File: src/rtl/key_scanner_pkg.sv
// key_scanner_pkg: shared FSM state encoding and auto-repeat timing
// defaults for the keypad scanner.
package key_scanner_pkg;

    typedef enum logic [1:0] {
        SCAN    = 2'd0,
        CONFIRM = 2'd1,
        HELD    = 2'd2,
        RELEASE = 2'd3
    } state_t;

    // Auto-repeat timing, counted in row samples while a key is held.
    localparam int REPEAT_DLY = 32;
    localparam int REPEAT_PER = 8;

endpackage

File: src/rtl/key_scanner_timer.sv
// scan_timer: counts SETTLE_CYC clock cycles per column and raises
// 'sample' during the last cycle of each settle period.
module scan_timer #(
    parameter int SETTLE_CYC = 1000
) (
    input  logic clk,
    input  logic rst,
    output logic sample
);

    localparam int TW = (SETTLE_CYC > 1) ? $clog2(SETTLE_CYC) : 1;

    logic [TW-1:0] cnt;

    assign sample = (cnt == TW'(SETTLE_CYC - 1));

    // Settle counter: restarts at the end of each period, never exceeds SETTLE_CYC-1.
    always_ff @(posedge clk) begin
        if (rst) begin
            cnt <= '0;
        end else if (sample) begin
            cnt <= '0;
        end else begin
            cnt <= cnt + 1'b1;
        end
    end

endmodule

File: src/rtl/key_scanner.sv
// key_scanner: column-scanned keypad reader with debounced press/release.
// Optional feature: define KEY_SCANNER_AUTOREPEAT_EN to re-strobe key_valid
// while a key stays held (first after REPEAT_DLY samples, then every
// REPEAT_PER samples). dbg_state exposes the FSM state for observation.
module key_scanner
    import key_scanner_pkg::*;
#(
    parameter int COLS         = 4,
    parameter int ROWS         = 4,
    parameter int SETTLE_CYC   = 1000,
    parameter int DEBOUNCE_CNT = 3
) (
    input  logic                                   clk,
    input  logic                                   rst,
    output logic [COLS-1:0]                        col_n,
    input  logic [ROWS-1:0]                        row_n,
    output logic [$clog2(COLS)+$clog2(ROWS)-1:0]   key_code,
    output logic                                   key_valid,
    output logic                                   key_pressed,
    output state_t                                 dbg_state
);

    localparam int CB = $clog2(COLS);
    localparam int RB = $clog2(ROWS);
    localparam int CW = CB + RB;
    localparam int MW = $clog2(DEBOUNCE_CNT + 1);

    state_t          state;
    logic [CB-1:0]   col_idx;
    logic [RB-1:0]   cand_row;
    logic [MW-1:0]   match_cnt;
    logic [ROWS-1:0] row_s1;
    logic [ROWS-1:0] row_s;
    logic            sample;
    logic [RB-1:0]   low_row;
    logic            any_low;
    logic            cand_low;

`ifdef KEY_SCANNER_AUTOREPEAT_EN
    localparam int RW = $clog2(REPEAT_DLY + 1);
    logic [RW-1:0]   rep_cnt;
    logic            rep_first;
`endif

    // Lowest-index row that reads low; that row wins when several are pressed.
    function automatic logic [RB-1:0] lowest_low(input logic [ROWS-1:0] r);
        lowest_low = '0;
        for (int i = ROWS - 1; i >= 0; i--) begin
            if (!r[i]) lowest_low = RB'(i);
        end
    endfunction

    function automatic logic [CW-1:0] code_of(input logic [CB-1:0] c, input logic [RB-1:0] r);
        code_of = CW'(c) * CW'(ROWS) + CW'(r);
    endfunction

    assign low_row   = lowest_low(row_s);
    assign any_low   = ~&row_s;
    assign cand_low  = ~row_s[cand_row];
    assign dbg_state = state;

    scan_timer #(.SETTLE_CYC(SETTLE_CYC)) u_timer (
        .clk    (clk),
        .rst    (rst),
        .sample (sample)
    );

    // Two-flop synchronizer for the asynchronous row inputs.
    always_ff @(posedge clk) begin
        if (rst) begin
            row_s1 <= '1;
            row_s  <= '1;
        end else begin
            row_s1 <= row_n;
            row_s  <= row_s1;
        end
    end

    // Scan/debounce FSM; col_n, key_code, key_valid and key_pressed are registered here.
    always_ff @(posedge clk) begin
        if (rst) begin
            state       <= SCAN;
            col_n       <= {{(COLS-1){1'b1}}, 1'b0};
            col_idx     <= '0;
            cand_row    <= '0;
            match_cnt   <= '0;
            key_code    <= '0;
            key_valid   <= 1'b0;
            key_pressed <= 1'b0;
`ifdef KEY_SCANNER_AUTOREPEAT_EN
            rep_cnt     <= '0;
            rep_first   <= 1'b1;
`endif
        end else begin
            key_valid <= 1'b0;
            if (sample) begin
                case (state)
                    SCAN: begin
                        if (any_low) begin
                            cand_row <= low_row;
                            if (DEBOUNCE_CNT == 1) begin
                                state       <= HELD;
                                match_cnt   <= '0;
                                key_code    <= code_of(col_idx, low_row);
                                key_valid   <= 1'b1;
                                key_pressed <= 1'b1;
`ifdef KEY_SCANNER_AUTOREPEAT_EN
                                rep_cnt     <= '0;
                                rep_first   <= 1'b1;
`endif
                            end else begin
                                state     <= CONFIRM;
                                match_cnt <= MW'(1);
                            end
                        end else begin
                            col_n   <= {col_n[COLS-2:0], col_n[COLS-1]};
                            col_idx <= (col_idx == CB'(COLS - 1)) ? '0 : col_idx + 1'b1;
                        end
                    end
                    CONFIRM: begin
                        if (cand_low) begin
                            if (match_cnt >= MW'(DEBOUNCE_CNT - 1)) begin
                                state       <= HELD;
                                match_cnt   <= '0;
                                key_code    <= code_of(col_idx, cand_row);
                                key_valid   <= 1'b1;
                                key_pressed <= 1'b1;
`ifdef KEY_SCANNER_AUTOREPEAT_EN
                                rep_cnt     <= '0;
                                rep_first   <= 1'b1;
`endif
                            end else begin
                                match_cnt <= match_cnt + 1'b1;
                            end
                        end else begin
                            // Bounce: drop the candidate silently and move on.
                            state     <= SCAN;
                            match_cnt <= '0;
                            col_n     <= {col_n[COLS-2:0], col_n[COLS-1]};
                            col_idx   <= (col_idx == CB'(COLS - 1)) ? '0 : col_idx + 1'b1;
                        end
                    end
                    HELD: begin
                        if (!cand_low) begin
                            if (DEBOUNCE_CNT == 1) begin
                                state       <= SCAN;
                                key_pressed <= 1'b0;
                                col_n       <= {col_n[COLS-2:0], col_n[COLS-1]};
                                col_idx     <= (col_idx == CB'(COLS - 1)) ? '0 : col_idx + 1'b1;
                            end else begin
                                state     <= RELEASE;
                                match_cnt <= MW'(1);
                            end
                        end else begin
`ifdef KEY_SCANNER_AUTOREPEAT_EN
                            if (rep_cnt + 1'b1 == (rep_first ? RW'(REPEAT_DLY) : RW'(REPEAT_PER))) begin
                                key_valid <= 1'b1;
                                rep_cnt   <= '0;
                                rep_first <= 1'b0;
                            end else begin
                                rep_cnt <= rep_cnt + 1'b1;
                            end
`endif
                        end
                    end
                    RELEASE: begin
                        if (!cand_low) begin
                            if (match_cnt >= MW'(DEBOUNCE_CNT - 1)) begin
                                state       <= SCAN;
                                match_cnt   <= '0;
                                key_pressed <= 1'b0;
                                col_n       <= {col_n[COLS-2:0], col_n[COLS-1]};
                                col_idx     <= (col_idx == CB'(COLS - 1)) ? '0 : col_idx + 1'b1;
                            end else begin
                                match_cnt <= match_cnt + 1'b1;
                            end
                        end else begin
                            state     <= HELD;
                            match_cnt <= '0;
                        end
                    end
                    default: begin
                        state <= SCAN;
                    end
                endcase
            end
        end
    end

endmodule
File: config.mk
export PLATFORM = sky130hd
export DESIGN_NAME = key_scanner
export DESIGN_NICKNAME = d
export VERILOG_FILES = /design/src/rtl/key_scanner_pkg.sv /design/src/rtl/key_scanner_timer.sv /design/src/rtl/key_scanner.sv
export SDC_FILE = /design/constraint.sdc
export NUM_CORES = 1
export LEC_CHECK = 0
export ABC_AREA = 1
export BUFFER_PORTS_ARGS = -buffer_cell sky130_fd_sc_hd__buf_2
export CAP_MARGIN = 20
export CORE_ASPECT_RATIO = 1.5
export CORE_MARGIN = 2
export CORE_UTILIZATION = 40
export CTS_CLUSTER_DIAMETER = 30
export CTS_CLUSTER_SIZE = 28
export DETAILED_ROUTE_END_ITERATION = 16
export HOLD_SLACK_MARGIN = 0.1
export SYNTH_ARGS = -nofsm -noshare
export SYNTH_HDL_FRONTEND = slang
export SYNTH_SLANG_ARGS = --single-unit
File: constraint.sdc
create_clock -name clk -period 1.8 [get_ports clk]
set_input_delay 0 -clock clk [delete_from_list [all_inputs] [get_ports clk]]
set_output_delay 0 -clock clk [all_outputs]
set_load 0.01 [all_outputs]
==> out/metrics.csv, run 1 <==
stage,metric,value,unit
yosys,yosysWarnings,0,
pwr,pwr-share-seq,55.7,%
critical_path,startpoint,u_timer.cnt[0]$_SDFF_PP0_,
sta,finalHoldViolCount,0,
route,drt-total-wl,3143,µm
yosys,synth_area,0.001643,mm²
floorplan,ioPinCount,18,
grt,antenna_found_initial,0,
route,detail-route-antenna-nets,0,
grt,met1_usage,15.70,%
critical_path,cp_num_buf_inv,1,
yosys,synth-compound-area-share,6.017,%
critical_path,crit_fanout,4,
route,drt_pass1_iterations,4,
pwr,internal-power,1145,µW
floorplan,die_h,82.49,µm
placed_design,post-dp-hpwl,2355,µm
cts,tritoncts,done,
floorplan,die_x,56.33,µm
sta,tightestPinTransition,0.4425,ns
route,drc,0,
cts,clk_latency,0.29,ns
route,viasPerCell,4.844,
floorplan,core_area,0.003959,mm²
placed_design,dp_cells,276,
critical_path,crit_type,reg2reg,
job,max_cap_viol_count,0,
critical_path,slowest_stage,dfxtp_1,
yosys,synth_flop_cell,dfxtp_1,
cts,cts.sinks,36,
cts,cts_inserted_buffers,5,
grt,grt_use_met3,4.050,%
floorplan,num_rows,28,
grt,grt.busiest_layer,met2,
yosys,synth-simple-area-share,40.67,%
critical_path,rr_startpoint,u_timer.cnt[0]$_SDFF_PP0_,
cts,cts_root_buf,clkbuf_8,
sta,fmax,639.3,MHz
layout,drive_above_1_share,21.72,%
route,drt_iter0_drc,51,
yosys,syn_area_per_cell,7.571,µm²
yosys,synth_edf_count,0,
sta,tns,0,ns
cts,cts_setup_buffers,0,
min_path,worstHoldStart,row_s1[2]$_SDFF_PP1_,
grt,grt.overflow.total,0,
placed_design,port_buffers,17,
floorplan,start_util,41.50,%
grt,grt_max_degree,16,
critical_path,worstPathRequired,1.99,ns
sta,rsz0062_at_grt,no,
cts,htreeDepth,2,
yosys,synth_top_family_by_area,simple AND/OR/NAND/NOR gates,
pwr,leakage,0.0008003,µW
yosys,yosysSeqAreaShare,43.87,%
pwr,peakVddDrop,0.6005,mV
floorplan,dieArea,0.004646,mm²
yosys,synth_nets,225,
yosys,synthMuxAreaShare,0,%
layout,nets,251,
yosys,synth-adder-area-share,1.523,%
sta,holdWs,0.4085,ns
critical_path,critPathLaunchType,flop,
cts,clkTransAtPathRegs,0.07,ns
critical_path,cp.arrival,1.75,ns
yosys,synth_xor_area_share,1.066,%
layout,layout-area-overhead-vs-synth,15.54,%
grt,grt_pass1_wl,5692,µm
yosys,synth_cells,217,
grt,grt_use_total,15.75,%
critical_path,critPathTopFamily,simple AND/OR/NAND/NOR gates,
pwr,pwr-share-comb,4.6,%
yosys,ys_ff_latch,36,
sta,period_share,86.90,%
critical_path,end_kind,flop,
pwr,p_sw,326.4,µW
sta,setup_viol,0,
critical_path,max_stage_delay,0.37,ns
critical_path,path_cells,ha_1 -> inv_1 -> nor2_2 -> nand3_2 -> nor2_1 -> nand4_1 -> nand2_1 -> nor2_1,
critical_path,path_common_cell,nor2_1,
pwr,switching_share,22.19,%
placed_design,gp_congestion,0.8653,
route,dr_total_vias,1400,
sta,drv_slew,0,
sta,relSlewSlack,70.47,%
min_path,hp-class,reg2reg,
cts,clock_path_buffers,2,
sta,finalClockSkew,0.005025,ns
sta,period_needed,1.564,ns
yosys,synth_cell_type_count,31,
grt,use_met2,30.12,%
yosys,ys_async_sr_fraction,0,%
pwr,cellPowerDensity,774.9,mW/mm²
pwr,p_clk_share,39.7,%
layout,stdcell_count,289,
grt,grt_pass1_vias,1351,
layout,diodes,0,
route,wl_per_cell,10.88,µm
outcome,outcome,"complete, no violations",
[cells in the final DEF (no fill, tap or decap), types with 5 or more instances in the layout]
master         Yosys  layout
nand2_1           45      45
nor2_1            37      37
dfxtp_1           36      36
inv_1             20      20
buf_2              0      17
nand3_1           14      14
or2_2              8       8
nand4_1            6       6
a21oi_1            6       6
o21ai_0            6       6
clkbuf_8           1       6
dlygate4sd3_1      0       5
[worst paths after layout]
path	endpoint	slack, ns	depth (start not counted)
setup / recovery	dbg_state[0]$_SDFFE_PP0P_	0.24	8
setup reg to reg	dbg_state[0]$_SDFFE_PP0P_	0.24	8
hold reg to reg	row_s[2]$_SDFF_PP1_	0.41	1
hold / removal	row_s[2]$_SDFF_PP1_	0.41	1
[power by group through the flow]
stage / Clock, µW / Sequential (µW) / Combinational, µW
after floorplan: 0 / 836 / 46.6
after global placement: 0 / 837 / 59.1
after detailed placement: 0 / 838 / 59.6
after CTS: 602 / 819 / 68.2
after global routing: 642 / 821 / 76.1
final: 583 / 820 / 67.8
[cells by family after synthesis]
kind of cell               Yosys count
AOI/OAI and AO/OA                   18
xor gates and xnor gates             2
adders and majority gates            2
buffers and inverters               25
DFF                                 36
and+or+nand+nor                    134
[sequential cells by signal, summed over array words and instances (netlist names), named ones only]
register,count
cand_row,2
match_cnt,2
dbg_state,1
row_s,4
key_code,4
col_n,4
u_timer.cnt,10
key_valid,1
col_idx,2
row_s1,4
key_pressed,1
[worst reg2reg max path, stage by stage (launching register included)]
cell	delay, ns
dfxtp_1	0.37
ha_1	0.20
inv_1	0.07
nor2_2	0.15
nand3_2	0.16
nor2_1	0.21
nand4_1	0.15
nand2_1	0.11
nor2_1	0.05
[metal layers]
metal / up-vias / share of wire (%)
li1: 747 / -
met1: 631 / 41
met2: 16 / 54
met3: 6 / 3.0
met4: 0 / 1.9
met5: - / 0
[area by class of cell]
type | count | area (µm²)
Clock inverter | 2 | 10.01
Fill cell | 417 | 2061
Clock buffer | 6 | 82.58
Multi-Input combinational cell | 156 | 809.5
Timing Repair Buffer | 22 | 135.1
Tap cell | 45 | 56.30
Sequential cell | 36 | 720.7
Inverter | 22 | 83.83
[what timing repair did]
action                    in CTS  in global routing
hold endpoints to repair       9                  0
resized for setup              0                  0
hold buffers                   5                  0
[cells in the mapped netlist (2+ instances only)]
master | n | area, µm²
nand3_2 | 4 | 40.04
nand4_1 | 6 | 37.54
nor2_4 | 3 | 33.78
xor2_1 | 2 | 17.52
nor3_1 | 3 | 15.01
o21ai_0 | 6 | 30.03
dfxtp_1 | 36 | 720.7
nor2_2 | 4 | 25.02
nand3_1 | 14 | 70.07
nand2_2 | 3 | 18.77
or2_2 | 8 | 50.05
inv_1 | 20 | 75.07
a21oi_1 | 6 | 30.03
nand2_4 | 2 | 22.52
a211oi_1 | 2 | 15.01
nand2_1 | 45 | 168.9
o21ai_1 | 2 | 10.01
nor2_1 | 37 | 138.9
ha_1 | 2 | 25.02
[stage by stage]
stage	utilization (%)	area, µm²	setup slack [ns]	power, µW
after floorplan	-	1643	0.4109	882.3
after global placement	44.34	1755	0.2901	896.5
after detailed placement	44.34	1755	0.2426	897.5
after CTS	47.95	1898	0.2400	1490
after global routing	47.95	1898	0.06670	1539
final	47.95	1898	0.2357	1471
Power figures use the tool's default switching activity.
==> run 2, diff against run 1 <==
--- a/config.mk
+++ b/config.mk
@@ -5,7 +5,6 @@
 export SDC_FILE = /design/constraint.sdc
 export NUM_CORES = 1
 export LEC_CHECK = 0
-export ABC_AREA = 1
 export BUFFER_PORTS_ARGS = -buffer_cell sky130_fd_sc_hd__buf_2
 export CAP_MARGIN = 20
 export CORE_ASPECT_RATIO = 1.5
@@ -15,6 +14,7 @@
 export CTS_CLUSTER_SIZE = 28
 export DETAILED_ROUTE_END_ITERATION = 16
 export HOLD_SLACK_MARGIN = 0.1
+export SLEW_MARGIN = 20
 export SYNTH_ARGS = -nofsm -noshare
 export SYNTH_HDL_FRONTEND = slang
 export SYNTH_SLANG_ARGS = --single-unit
==> run 2 against run 1 <==
Effect of this change: synthesized cell count fell by 24%; clock skew barely moved; design area rose by 7.1%; hold slack got worse by 0.21 ns; sequential cell count did not move; routed wire length rose by 16%; synthesized area fell by 6.3%; critical endpoint unchanged; largest cell class unchanged; largest power group unchanged.
==> out/metrics.csv, run 2 <==
stage,metric,value,unit,change
outcome,outcome,"complete, no violations",,
layout,nets,217,,-14%
floorplan,ioPinCount,18,,unchanged
yosys,syn_area_per_cell,9.327,µm²,+23%
layout,regMostFlops,u_timer.cnt,,
sta,period_needed,1.794,ns,+0.2300 ns
yosys,yosysWarnings,0,,unchanged
min_path,worstHoldStart,rst,,
sta,rsz0062_at_grt,yes,,
placed_design,place_area,0.001828,mm²,+4.1%
min_path,holdPathStages,2,,+1
yosys,synth_cell_type_count,39,,+26%
layout,final_core_util,55.22,%,+7.3 points
min_path,hold_end,key_code[1]$_SDFFE_PP0P_,,
critical_path,cp.arrival,2.00,ns,+0.25 ns
layout,largest_reg_flops,10,,unchanged
layout,layout_common_cells,"dfxtp_1, buf_4, nor2_1, buf_2, nand3_1",,
layout,final_common_cell,dfxtp_1,,
route,drt_iter0_drc,30,,-41%
critical_path,r2r_slack,0.006,ns,-0.23 ns
critical_path,rr_startpoint,cand_row[0]$_SDFFE_PP0P_,,
yosys,synth_flop_cell,dfxtp_1,,
layout,drive_above_1_share,33.01,%,+11 points
yosys,yosysTopAreaCellShare,46.83,%,+3.0 points
floorplan,die_h,79.97,µm,-3.1%
layout,diodes,0,,unchanged
yosys,yosysTopAreaCell,dfxtp_1,,
yosys,synth_nets,173,,-23%
pwr,cellPowerDensity,758.3,mW/mm²,-2.1%
grt,grt_pass1_wl,5809,µm,+2.1%
yosys,ys_ff_latch,36,,unchanged
yosys,synth.top_cells.by_area,"dfxtp_1, nor2_1, mux2i_1",,
yosys,yosysMostFrequentCell,dfxtp_1,,
grt,antenna_found_initial,0,,unchanged
route,detail-route-antenna-nets,0,,unchanged
cts,clkTransAtPathRegs,0.07,ns,about the same
floorplan,die_x,54.65,µm,-3.0%
placed_design,gp_congestion,0.8762,,+1.3%
sta,period_share,99.68,%,+13 points
floorplan,start_util,41.79,%,+0.30 points
critical_path,worstRegToRegCells,4,,-4
cts,htreeDepth,2,,unchanged
critical_path,startpoint,cand_row[0]$_SDFFE_PP0P_,,
sta,holdWs,0.1969,ns,-0.2116 ns
placed_design,port_buffers,17,,unchanged
layout,design_area,0.002033,mm²,+7.1%
route,drt_pass1_iterations,4,,unchanged
placed_design,dp_worst_setup_slack,0.004765,ns,-0.2379 ns
cts,cts_root_buf,clkbuf_8,,
sta,drv_slew,0,,unchanged
cts,cts_inserted_buffers,5,,unchanged
pwr,p_sw,335.1,µW,+2.7%
yosys,synth_edf_count,0,,unchanged
pwr,switching_share,21.73,%,-0.46 points
pwr,internal-power,1207,µW,+5.4%
grt,grt_max_degree,33,,+17
placed_design,post-dp-hpwl,2652,µm,+13%
floorplan,core_area,0.003682,mm²,-7.0%
route,wl_per_cell,14.41,µm,+33%
pwr,pwr-share-seq,53.5,%,-2.2 points
critical_path,worstPathRequired,2.00,ns,about the same
sta,finalHoldViolCount,0,,unchanged
critical_path,critPathLaunchType,flop,,
yosys,synth_cells,165,,-24%
floorplan,num_rows,27,,-3.6%
critical_path,crit_type,reg2reg,,
cts,tritoncts,done,,
cts,clk_latency,0.29,ns,about the same
job,max_cap_viol_count,0,,unchanged
sta,setup_viol,0,,unchanged
grt,grt_use_total,18.74,%,+3.0 points
yosys,yosysSeqAreaShare,46.83,%,+3.0 points
cts,clock_path_buffers,2,,unchanged
route,viasPerCell,5.345,,+10%
sta,tightestPinTransition,0.5263,ns,+0.08383 ns
critical_path,crit_fanout,5,,+1
yosys,ys_async_sr_fraction,0,%,unchanged
route,drc,0,,unchanged
min_path,hp-class,in2reg,,
pwr,leakage,0.0008126,µW,+1.5%
pwr,pwr-share-comb,7.0,%,+2.4 points
route,drt-total-wl,3632,µm,+16%
grt,grt_pass1_vias,1317,,-2.5%
pwr,peakVddDrop,0.5581,mV,-7.1%
route,dr_total_vias,1347,,-3.8%
sta,relSlewSlack,64.91,%,-5.6 points
floorplan,dieArea,0.004370,mm²,-5.9%
critical_path,reg2reg_to,dbg_state[0]$_SDFFE_PP0P_,,
pwr,p_clk_share,39.6,%,about the same
critical_path,end_kind,flop,,
sta,fin_ws,0.005706,ns,-0.2300 ns
yosys,synthTopCellsByCount,"dfxtp_1, nor2_1, nand3_1",,
layout,layout-area-overhead-vs-synth,32.11,%,
sta,finalClockSkew,0.005486,ns,+0.0004609 ns
cts,cts.sinks,36,,unchanged
cts,cts_setup_buffers,0,,unchanged
sta,fmax,557.3,MHz,-13%
grt,grt.overflow.total,0,,unchanged
yosys,synth_area,0.001539,mm²,-6.3%
[run 2: power groups by stage]
stage	clock network (µW)	logic (µW)	registers, µW
after floorplan	0	54.3	845
after global placement	0	95.3	840
after detailed placement	0	97.8	842
after CTS	627	105	823
after global routing	664	119	826
final	610	107	825
[run 2: cells by family after synthesis]
group / synth area share (%)
AO/OA/AOI/OAI: 11.55
XOR/XNOR: 5.122
adder cells (fa/ha/maj): 1.626
buffers and inverters: 2.439
flip-flops: 46.83
multiplexers: 6.829
AND/OR/NAND/NOR: 25.61
[run 2: how the worst max path moves through the flow]
| stage | endpoint | slack [ns] | cells past startpoint |
|---|---|---|---|
| 2_1_floorplan | cand_row[1]$_SDFFE_PP0P_ | 0.02 | 5 |
| 3_3_place_gp | match_cnt[1]$_SDFFE_PP0P_ | 0.06 | 4 |
| 3_5_place_dp | key_code[3]$_SDFFE_PP0P_ | 0.005 | 5 |
| 4_1_cts | dbg_state[0]$_SDFFE_PP0P_ | -0.004 | 4 |
| 5_1_grt | dbg_state[0]$_SDFFE_PP0P_ | -0.04 | 4 |
| 6_report | dbg_state[0]$_SDFFE_PP0P_ | 0.006 | 4 |
[run 2: worst max-delay path, stage by stage (launching register included)]
cell and delay [ns]:
dfxtp_2 0.34, mux4_2 0.56, xor2_1 0.18, or3b_4 0.39, a311oi_1 0.24
[run 2: metrics by stage]
step,total power (µW),instances,setup TNS [ns]
6_report,1542,252,0
2_1_floorplan,899.6,165,0
3_5_place_dp,939.4,241,0
5_1_grt,1609,252,-0.05875
3_3_place_gp,935.2,241,0
4_1_cts,1556,252,-0.004411
[run 2: cell type report]
type / instances / area (µm²)
clock buffers: 7 / 96.34
fillers: 328 / 1649
inverters: 4 / 15.01
multi-input cells: 119 / 852.1
flip-flops and latches: 36 / 721.9
well taps: 43 / 53.80
repair buffers: 43 / 294.0
[run 2: metal layers]
metal	vias to the layer above	track usage [%]	share of wire [%]
li1	680	-	-
met1	635	19.18	40
met2	19	32.26	53
met3	13	5.618	2.9
met4	0	10.00	3.4
met5	-	0	0
[run 2: repair_timing]
action,4_1_cts,5_1_grt
hold buffers,4,0
hold endpoints to repair,4,0
endpoints found under the setup margin,3,26
pin swaps,0,4
resized for setup,3,11
gates cloned,0,0
